### src/rtl/reverb_stream_pkg.sv
// Shared stream/sample widths, the stereo pair type and the word unpacker
// used by the reverb stream sink.
package reverb_stream_pkg;

    localparam int SAMPLE_W = 16;
    localparam int WORD_W   = 32;

    typedef struct packed {
        logic [SAMPLE_W-1:0] left;
        logic [SAMPLE_W-1:0] right;
    } stereo_sample_t;

    // Left channel rides in the upper half of the stream word.
    function automatic stereo_sample_t unpack_word(input logic [WORD_W-1:0] word);
        stereo_sample_t s;
        s.left  = word[WORD_W-1:SAMPLE_W];
        s.right = word[SAMPLE_W-1:0];
        return s;
    endfunction

endpackage

### src/rtl/reverb_st_sink_fifo.sv
// Small register FIFO for stream words: push/pop/flush with count, full and empty.
// Flush wins over push and pop in the same cycle.
module reverb_st_sink_fifo
    import reverb_stream_pkg::*;
#(
    parameter int DEPTH = 4,
    localparam int PTR_W = $clog2(DEPTH),
    localparam int CNT_W = PTR_W + 1
) (
    input  logic              clock,
    input  logic              reset_n,
    input  logic              push,
    input  logic              pop,
    input  logic              flush,
    input  logic [WORD_W-1:0] wr_data,
    output logic [WORD_W-1:0] rd_data,
    output logic [CNT_W-1:0]  count,
    output logic              full,
    output logic              empty
);

    localparam logic [CNT_W-1:0] CNT_ONE = 1;
    localparam logic [PTR_W-1:0] PTR_ONE = 1;

    logic [WORD_W-1:0] mem [DEPTH];
    logic [PTR_W-1:0]  wr_ptr;
    logic [PTR_W-1:0]  rd_ptr;
    logic              do_push;
    logic              do_pop;

    assign full    = (count == CNT_W'(DEPTH));
    assign empty   = (count == '0);
    assign do_push = push && !full && !flush;
    assign do_pop  = pop && !empty && !flush;
    assign rd_data = mem[rd_ptr];

    always_ff @(posedge clock) begin
        if (do_push) begin
            mem[wr_ptr] <= wr_data;
        end
    end

    // Pointers wrap naturally because DEPTH is a power of two.
    always_ff @(posedge clock or negedge reset_n) begin
        if (!reset_n) begin
            wr_ptr <= '0;
            rd_ptr <= '0;
            count  <= '0;
        end else if (flush) begin
            wr_ptr <= '0;
            rd_ptr <= '0;
            count  <= '0;
        end else begin
            if (do_push) begin
                wr_ptr <= wr_ptr + PTR_ONE;
            end
            if (do_pop) begin
                rd_ptr <= rd_ptr + PTR_ONE;
            end
            case ({do_push, do_pop})
                2'b10:   count <= count + CNT_ONE;
                2'b01:   count <= count - CNT_ONE;
                default: count <= count;
            endcase
        end
    end

endmodule

### src/rtl/reverb_st_audio_unpacker.sv
// Stream sink: buffers 32-bit words and releases one stereo pair per sample tick.
// Optional underrun counter enabled by defining REVERB_UNDERRUN_CNT_EN.
module reverb_st_audio_unpacker
    import reverb_stream_pkg::*;
#(
    parameter int DEPTH            = 4,
    parameter bit ZERO_ON_UNDERRUN = 1'b1
) (
    input  logic                clock,
    input  logic                reset_n,
    input  logic [WORD_W-1:0]   st_data,
    input  logic                st_valid,
    output logic                st_ready,
    input  logic                sample_tick,
    input  logic                flush,
    output logic [SAMPLE_W-1:0] left_out,
    output logic [SAMPLE_W-1:0] right_out,
    output logic                out_valid,
    output logic                underrun,
    output logic                overflow,
    output logic [15:0]         underrun_count
);

    localparam int CNT_W = $clog2(DEPTH) + 1;

    logic [CNT_W-1:0]  fifo_count;
    logic              fifo_full;
    logic              fifo_empty;
    logic [WORD_W-1:0] fifo_rd_data;
    logic              ready_q;
    logic              run_q;
    logic [CNT_W:0]    occupancy;
    logic              pop_ok;
    logic              underrun_ev;
    stereo_sample_t    head;

    // Handshake (ready latency 1): st_valid may only be high in the cycle after
    // st_ready was high. ready_q remembers that a word may still be in flight,
    // so ready is withheld until stored words plus that word still fit.
    assign occupancy   = {1'b0, fifo_count} + {{CNT_W{1'b0}}, ready_q};
    assign st_ready    = run_q && !flush && (occupancy < (CNT_W+1)'(DEPTH));
    assign pop_ok      = sample_tick && !flush && !fifo_empty;
    assign underrun_ev = sample_tick && (flush || fifo_empty);
    assign head        = unpack_word(fifo_rd_data);

    reverb_st_sink_fifo #(.DEPTH(DEPTH)) u_fifo (
        .clock   (clock),
        .reset_n (reset_n),
        .push    (st_valid),
        .pop     (sample_tick),
        .flush   (flush),
        .wr_data (st_data),
        .rd_data (fifo_rd_data),
        .count   (fifo_count),
        .full    (fifo_full),
        .empty   (fifo_empty)
    );

    // run_q keeps st_ready low for the first cycle out of reset.
    always_ff @(posedge clock or negedge reset_n) begin
        if (!reset_n) begin
            run_q    <= 1'b0;
            ready_q  <= 1'b0;
            overflow <= 1'b0;
        end else begin
            run_q    <= 1'b1;
            ready_q  <= st_ready;
            overflow <= overflow | (st_valid && fifo_full && !flush);
        end
    end

    always_ff @(posedge clock or negedge reset_n) begin
        if (!reset_n) begin
            left_out  <= '0;
            right_out <= '0;
            out_valid <= 1'b0;
            underrun  <= 1'b0;
        end else begin
            out_valid <= 1'b0;
            underrun  <= 1'b0;
            if (pop_ok) begin
                left_out  <= head.left;
                right_out <= head.right;
                out_valid <= 1'b1;
            end else if (underrun_ev) begin
                out_valid <= 1'b1;
                underrun  <= 1'b1;
                if (ZERO_ON_UNDERRUN) begin
                    left_out  <= '0;
                    right_out <= '0;
                end
            end
        end
    end

`ifdef REVERB_UNDERRUN_CNT_EN
    always_ff @(posedge clock or negedge reset_n) begin
        if (!reset_n) begin
            underrun_count <= '0;
        end else if (flush) begin
            underrun_count <= '0;
        end else if (underrun_ev && (underrun_count != 16'hFFFF)) begin
            underrun_count <= underrun_count + 16'd1;
        end
    end
`else
    assign underrun_count = '0;
`endif

endmodule

### config.mk
export PLATFORM = sky130hd
export DESIGN_NAME = reverb_st_audio_unpacker
export DESIGN_NICKNAME = d
export VERILOG_FILES = /design/src/rtl/reverb_stream_pkg.sv /design/src/rtl/reverb_st_sink_fifo.sv /design/src/rtl/reverb_st_audio_unpacker.sv
export SDC_FILE = /design/constraint.sdc
export NUM_CORES = 1
export LEC_CHECK = 0
export ABC_CLOCK_PERIOD_IN_PS = 6250
export BUFFER_PORTS_ARGS = -buffer_cell sky130_fd_sc_hd__buf_4
export CORE_ASPECT_RATIO = 0.8
export CORE_MARGIN = 5
export CORE_UTILIZATION = 61
export DETAILED_ROUTE_END_ITERATION = 8
export PLACE_DENSITY = 0.82
export REMOVE_ABC_BUFFERS = 1
export SLEW_MARGIN = 25
export SYNTH_ARGS = -nofsm -noshare
export SYNTH_HDL_FRONTEND = slang
export SYNTH_SLANG_ARGS = --single-unit
### constraint.sdc
create_clock -name clock -period 6.25 [get_ports clock]
set_input_delay 0.9375 -clock clock [delete_from_list [all_inputs] [get_ports clock]]
set_output_delay 0.9375 -clock clock [all_outputs]
set_load 0.01 [all_outputs]
**Word level (Yosys, flattened, before mapping)**

Memories as Yosys holds them, arrays and structs flattened.
Index checks and enable logic that the tools add are counted.

- Output and inout bits: 52
- Logic and storage cells: 55
- Register bits: 44
- Input bits: 37
- RAM bits: 128
- Memories: 1

Memory list:

| memory | depth | width | read ports | clocked after Yosys merged registers in | wr ports | RTL line | RTL |
|---|---|---|---|---|---|---|---|
| u_fifo.mem | 4 | 32 | 1 | 0 | 1 | reverb_st_sink_fifo.sv:25 | `logic [WORD_W-1:0] mem [DEPTH];` |

- Equal/unequal tests: 3
- Reduce and logical (&&, ||, !) cells: 20
- Muxes and demuxes: 14
- $lt $le $gt $ge: 1
- Add/subtract/negate cells: 5
- Bitwise logic cells: 1

Operators by type and width:

| kind | number |
|---|---|
| $mux W16 | 3 |
| $logic_and A1 B1 Y1 | 11 |
| $mux W2 | 4 |
| $pmux W3 S2 | 1 |
| $reduce_bool A2 Y1 | 3 |
| $mux W1 | 5 |
| $add A2 B1 Y2 const B | 2 |
| $add A3 B1 Y4 | 1 |
| $lt A4 B3 Y1 const B | 1 |
| $add A3 B1 Y3 const B | 1 |
| $eq A3 B3 Y1 const B | 1 |
| $logic_not A1 Y1 | 3 |
| $logic_not A3 Y1 | 1 |
| $mux W3 | 1 |
| $reduce_bool A3 Y1 | 1 |
| $sub A3 B1 Y3 const B | 1 |
| $eq A2 B1 Y1 const B | 1 |
| $eq A2 B2 Y1 const B | 1 |
| $logic_or A1 B1 Y1 | 1 |
| $or A1 B1 Y1 | 1 |

**Logic depth before layout (Yosys ltp)**

- Depth in word-level cells: 7
- Gate-level depth with buffers: 11
- Gate-level depth less buffers: 9

**Modules after synthesis**

From an unflattened synthesis, not the netlist that was laid out.

- Cell total of the unflattened synthesis: 405
- Area, all modules: 7025.5 um^2

By module, submodules not included:

| module | area an instance (um^2) | times used | cells an instance | sequential area each (um^2) |
|---|---|---|---|---|
| reverb_st_sink_fifo | 5222.5 | 1 | 235 | 4018.9 |
| reverb_st_audio_unpacker | 1803.0 | 1 | 170 | 925.9 |

**Least setup slack after synthesis**

OpenSTA, ideal clock, no wires.

- Kind: input to register
- From: input flush
- To: register u_fifo.count[1]
- Path buffers: 2
- Data required time: 6.128 ns
- Cell stages on the path: 8
- Arrival: 2.597 ns
- Slack: 3.532 ns
- Setup time: 0.122 ns
- Cell sequence: clkbuf_1 -> nor2_1 -> nand2_1 -> buf_2 -> a21oi_1 -> fa_1 -> o22ai_1 -> a2111oi_1

- Longest elaborated chain between the ends: 5
- Elaborated cells between the ends (all ways): 8
- Classes of those cells: 2 x eq/ne; 2 x mux; 4 x reduce/logical

Ends and longest elaborated chain:

| what | RTL line | RTL |
|---|---|---|
| start, declared | reverb_st_audio_unpacker.sv:15 | `input logic flush,` |
| $logic_not A1 Y1 | reverb_st_sink_fifo.sv:33, reverb_st_sink_fifo.sv:34 |  |
| $logic_and A1 B1 Y1, on equally long branches | reverb_st_sink_fifo.sv:34, reverb_st_sink_fifo.sv:33 |  |
| $eq A2 B1 Y1 or $eq A2 B2 Y1 (tied branches) | reverb_st_sink_fifo.sv:60 | `case ({do_push, do_pop})` |
| $pmux W3 S2 | reverb_st_sink_fifo.sv:60 |  |
| $mux W3 | reverb_st_sink_fifo.sv:49 | `end else if (flush) begin` |
| end signal, assigned | reverb_st_sink_fifo.sv:61 | `2'b10: count <= count + CNT_ONE;` |
| end signal, assigned | reverb_st_sink_fifo.sv:62 | `2'b01: count <= count - CNT_ONE;` |
| end signal, assigned | reverb_st_sink_fifo.sv:63 | `default: count <= count;` |
| end, declared | reverb_st_sink_fifo.sv:17 | `output logic [CNT_W-1:0] count,` |

Parallel ways exist; a longest one is shown, timed or not.
A chain may end at the register's enable or synchronous reset.

**Worst setup path after layout**

- From: input flush
- To: output st_ready

- Longest elaborated chain between the ends: 3

Ends and longest elaborated chain:

| what | RTL line | RTL |
|---|---|---|
| $logic_not A1 Y1 | reverb_st_audio_unpacker.sv:41 | `assign st_ready = run_q && !flush && (occupancy < (CNT_W+1)'(DEPTH));` |
| $logic_and A1 B1 Y1 (2 in series) | reverb_st_audio_unpacker.sv:41 |  |
| end, declared | reverb_st_audio_unpacker.sv:13 | `output logic st_ready,` |

No other way between the ends.

==> flow_metrics.tcl <==
set metrics [dict create \
    r2r_start "u_fifo.count[0]" \
    cts-buffers-inserted 17 \
    layout_min_cycle_time_ps 2540 \
    drt-vias-per-instance 5.54 \
    synth_warnings 0 \
    regToRegSetupSlack_ps 4070 \
    antenna_found_initial 0 \
    max_freq_mhz 393 \
    stdcell_area_sq_um 7900 \
    reg2regPathDepth 7 \
    synth_top_cell_area_share 0.564 \
    grt_first_pass_wirelength_mm 19.9 \
    hp-class "reg2reg" \
    wl_met1_mm 4.89 \
    cts_resized 0 \
    tritoncts "yes" \
    post_cts_buffers 0 \
    cap_violations 0 \
    seq_area_frac_synth 0.726 \
    io_pins 89 \
    dr_wl_met3_mm 1.02 \
    root_buffer "clkbuf_16" \
    start_util 0.625 \
    tns_ps 0 \
    timing.final.hold_violations 0 \
    syn_avg_cell_area_sq_um 16.9 \
    status "completed" \
    synthCells 403 \
    overflow 0 \
    first_iter_violations 243 \
    syn2layout_area_growth_pct 16.0 \
    hold_end "ready_q" \
    p_leak_nw 3.04 \
    startpoint_type "input pin" \
    final_common_cell "edfxtp_1" \
    hold_path_depth 1 \
    grt_use_total 0.202 \
    multiInputGateArea_sq_um 1390 \
    synth.distinct_cells 35 \
    routabilityCongestion 0.756 \
    dp.cells 598 \
    drtAntennaViolNets 0 \
    num_rows 34 \
    fin_nets 515 \
    yosys.area.top_type "edfxtp_1" \
    worstPathMaxFanout 10 \
    cts_sinks 172 \
    rr_endpoint "u_fifo.count[1]" \
    ir_drop_uv 299 \
    grt_pass1_vias 3671 \
    hp-start "ready_q" \
    drv_slew 0 \
    hpwlAfterDp_mm 7.09 \
    fin_worst_skew_ps 8.69 \
    final_cells 629 \
    via_count 3487 \
    wire_per_inst_microns 19.9 \
    finalCritPeriodShare 0.407 \
    htreeDepth 4 \
    cts_buffer_depth 2 \
    placed_area_sq_um 7330 \
    synth_area_sq_um 6810 \
    die_x_microns 128 \
    power.density_nw_per_um2 333 \
    layout.area.seq_sq_um 4950 \
    cp-end-kind "output port" \
    antenna_cells 0 \
    clk_pin_slew_worst_paths_ps 60 \
    clk_latency_ps 420 \
    top_layer_used "met4" \
    ys_ff_latch 172 \
    grt_start_max_net_pins 48 \
    required_ps 5310 \
    die_y_microns 105 \
    final_cell_mix "edfxtp_1 (128), buf_4 (74), inv_1 (68)" \
    core-area_sq_um 10900 \
    drc_errors 0 \
    die_area_sq_um 13400 \
    hold_buffers 0 \
    drive_above_1_share 0.293 \
    synthTopCellsByArea "edfxtp_1 (56%), dfrtp_1 (16%), mux4_2 (9.9%)" \
    route.met2.wl_mm 6.46 \
    setup_violations 0 \
    worst_pin_slew_ps 884 \
    drt_pass1_iterations 4 \
    relSlewSlack 0.411 \
    arrival_ps 1600 \
    nFillCells 674 \
    rsz0062_at_grt "false" \
    routed_wl_mm 12.5 \
    portBuffers 72 \
    worstSetupPathType "in2out" \
]
-- stage by stage --
step | total power, mW | hold WS [ps] | utilization | worst slack, ps
global placement | 1.62 | 455 | 0.673 | 3650
floorplan | 1.51 | 496 | - | 3530
global route | 2.73 | 501 | 0.726 | 3650
detailed placement | 1.63 | 453 | 0.673 | 3560
CTS | 2.65 | 468 | 0.726 | 3710
finish | 2.63 | 474 | 0.726 | 3710
-- power breakdown --
part | switching [mW] | internal (mW)
logic | 0.148 | 0.136
registers | 0.0335 | 1.29
clock network | 0.417 | 0.603
total | 0.599 | 2.03
-- final cells by class --
cell class                      count  share of cell area
Sequential cell                   172               0.626
Multi-Input combinational cell    140               0.176
Timing Repair Buffer               74              0.0703
Clock buffer                       19              0.0573
Inverter                           68              0.0323
Tap cell                          144              0.0228
Clock inverter                     12              0.0155
-- worst max path at each step --
stage                     slack, ps  start           endpoint  cells past startpoint
after floorplan                3530  flush    u_fifo.count[1]                      6
after detailed placement       3560  flush  u_fifo.mem[2][19]                      4
after global placement         3650  flush  u_fifo.mem[0][19]                      4
final                          3710  flush           st_ready                      5
after global routing           3650  flush           st_ready                      5
after CTS                      3710  flush           st_ready                      5
-- cells in the mapped netlist --
master	number
buf_4	17
inv_1	68
dfrtp_1	44
conb_1	2
nor2_1	9
nor2b_1	2
mux4_1	2
nand3_1	3
o31ai_1	1
mux2i_1	1
and2_1	4
buf_6	2
a21o_1	1
nand2b_1	3
clkbuf_1	5
nor3_2	1
ha_1	4
nand2_1	5
or2_2	1
mux4_2	30
fa_1	1
a2111oi_1	2
nand3b_1	2
o21ai_1	1
xnor2_1	1
xor2_1	3
a32oi_1	1
a31oi_1	2
edfxtp_1	128
o21ai_0	4
o22ai_1	33
buf_12	3
a21oi_1	5
buf_2	11
a22oi_1	1
-- worst max-delay path: stages --
cell     delay (ps)
buf_4           150
nor2_1          110
nand2_1          60
a31oi_1         180
buf_4           160
-- cell families after synthesis --
| kind of cell | synth area share |
|---|---|
| other cells | 0.00110 |
| fa+ha+maj | 0.0103 |
| simple gates | 0.0228 |
| compound gates | 0.0470 |
| buf+inv | 0.0792 |
| flops | 0.726 |
| xor+xnor | 0.00515 |
| mux | 0.108 |
-- flip-flops by register name (all words and copies together) (netlist names) --
signal,count
u_fifo.mem,128
run_q,1
right_out,16
ready_q,1
u_fifo.wr_ptr,2
u_fifo.count,3
u_fifo.rd_ptr,2
left_out,16
overflow,1
underrun,1
out_valid,1
-- layer usage --
layer | vias to the layer above | track usage
met1 | 1744 | 0.255
met5 | - | 0
met4 | 0 | 0.0689
li1 | 1579 | -
met2 | 147 | 0.341
met3 | 17 | 0.0539
Power figures use the tool's default switching activity.
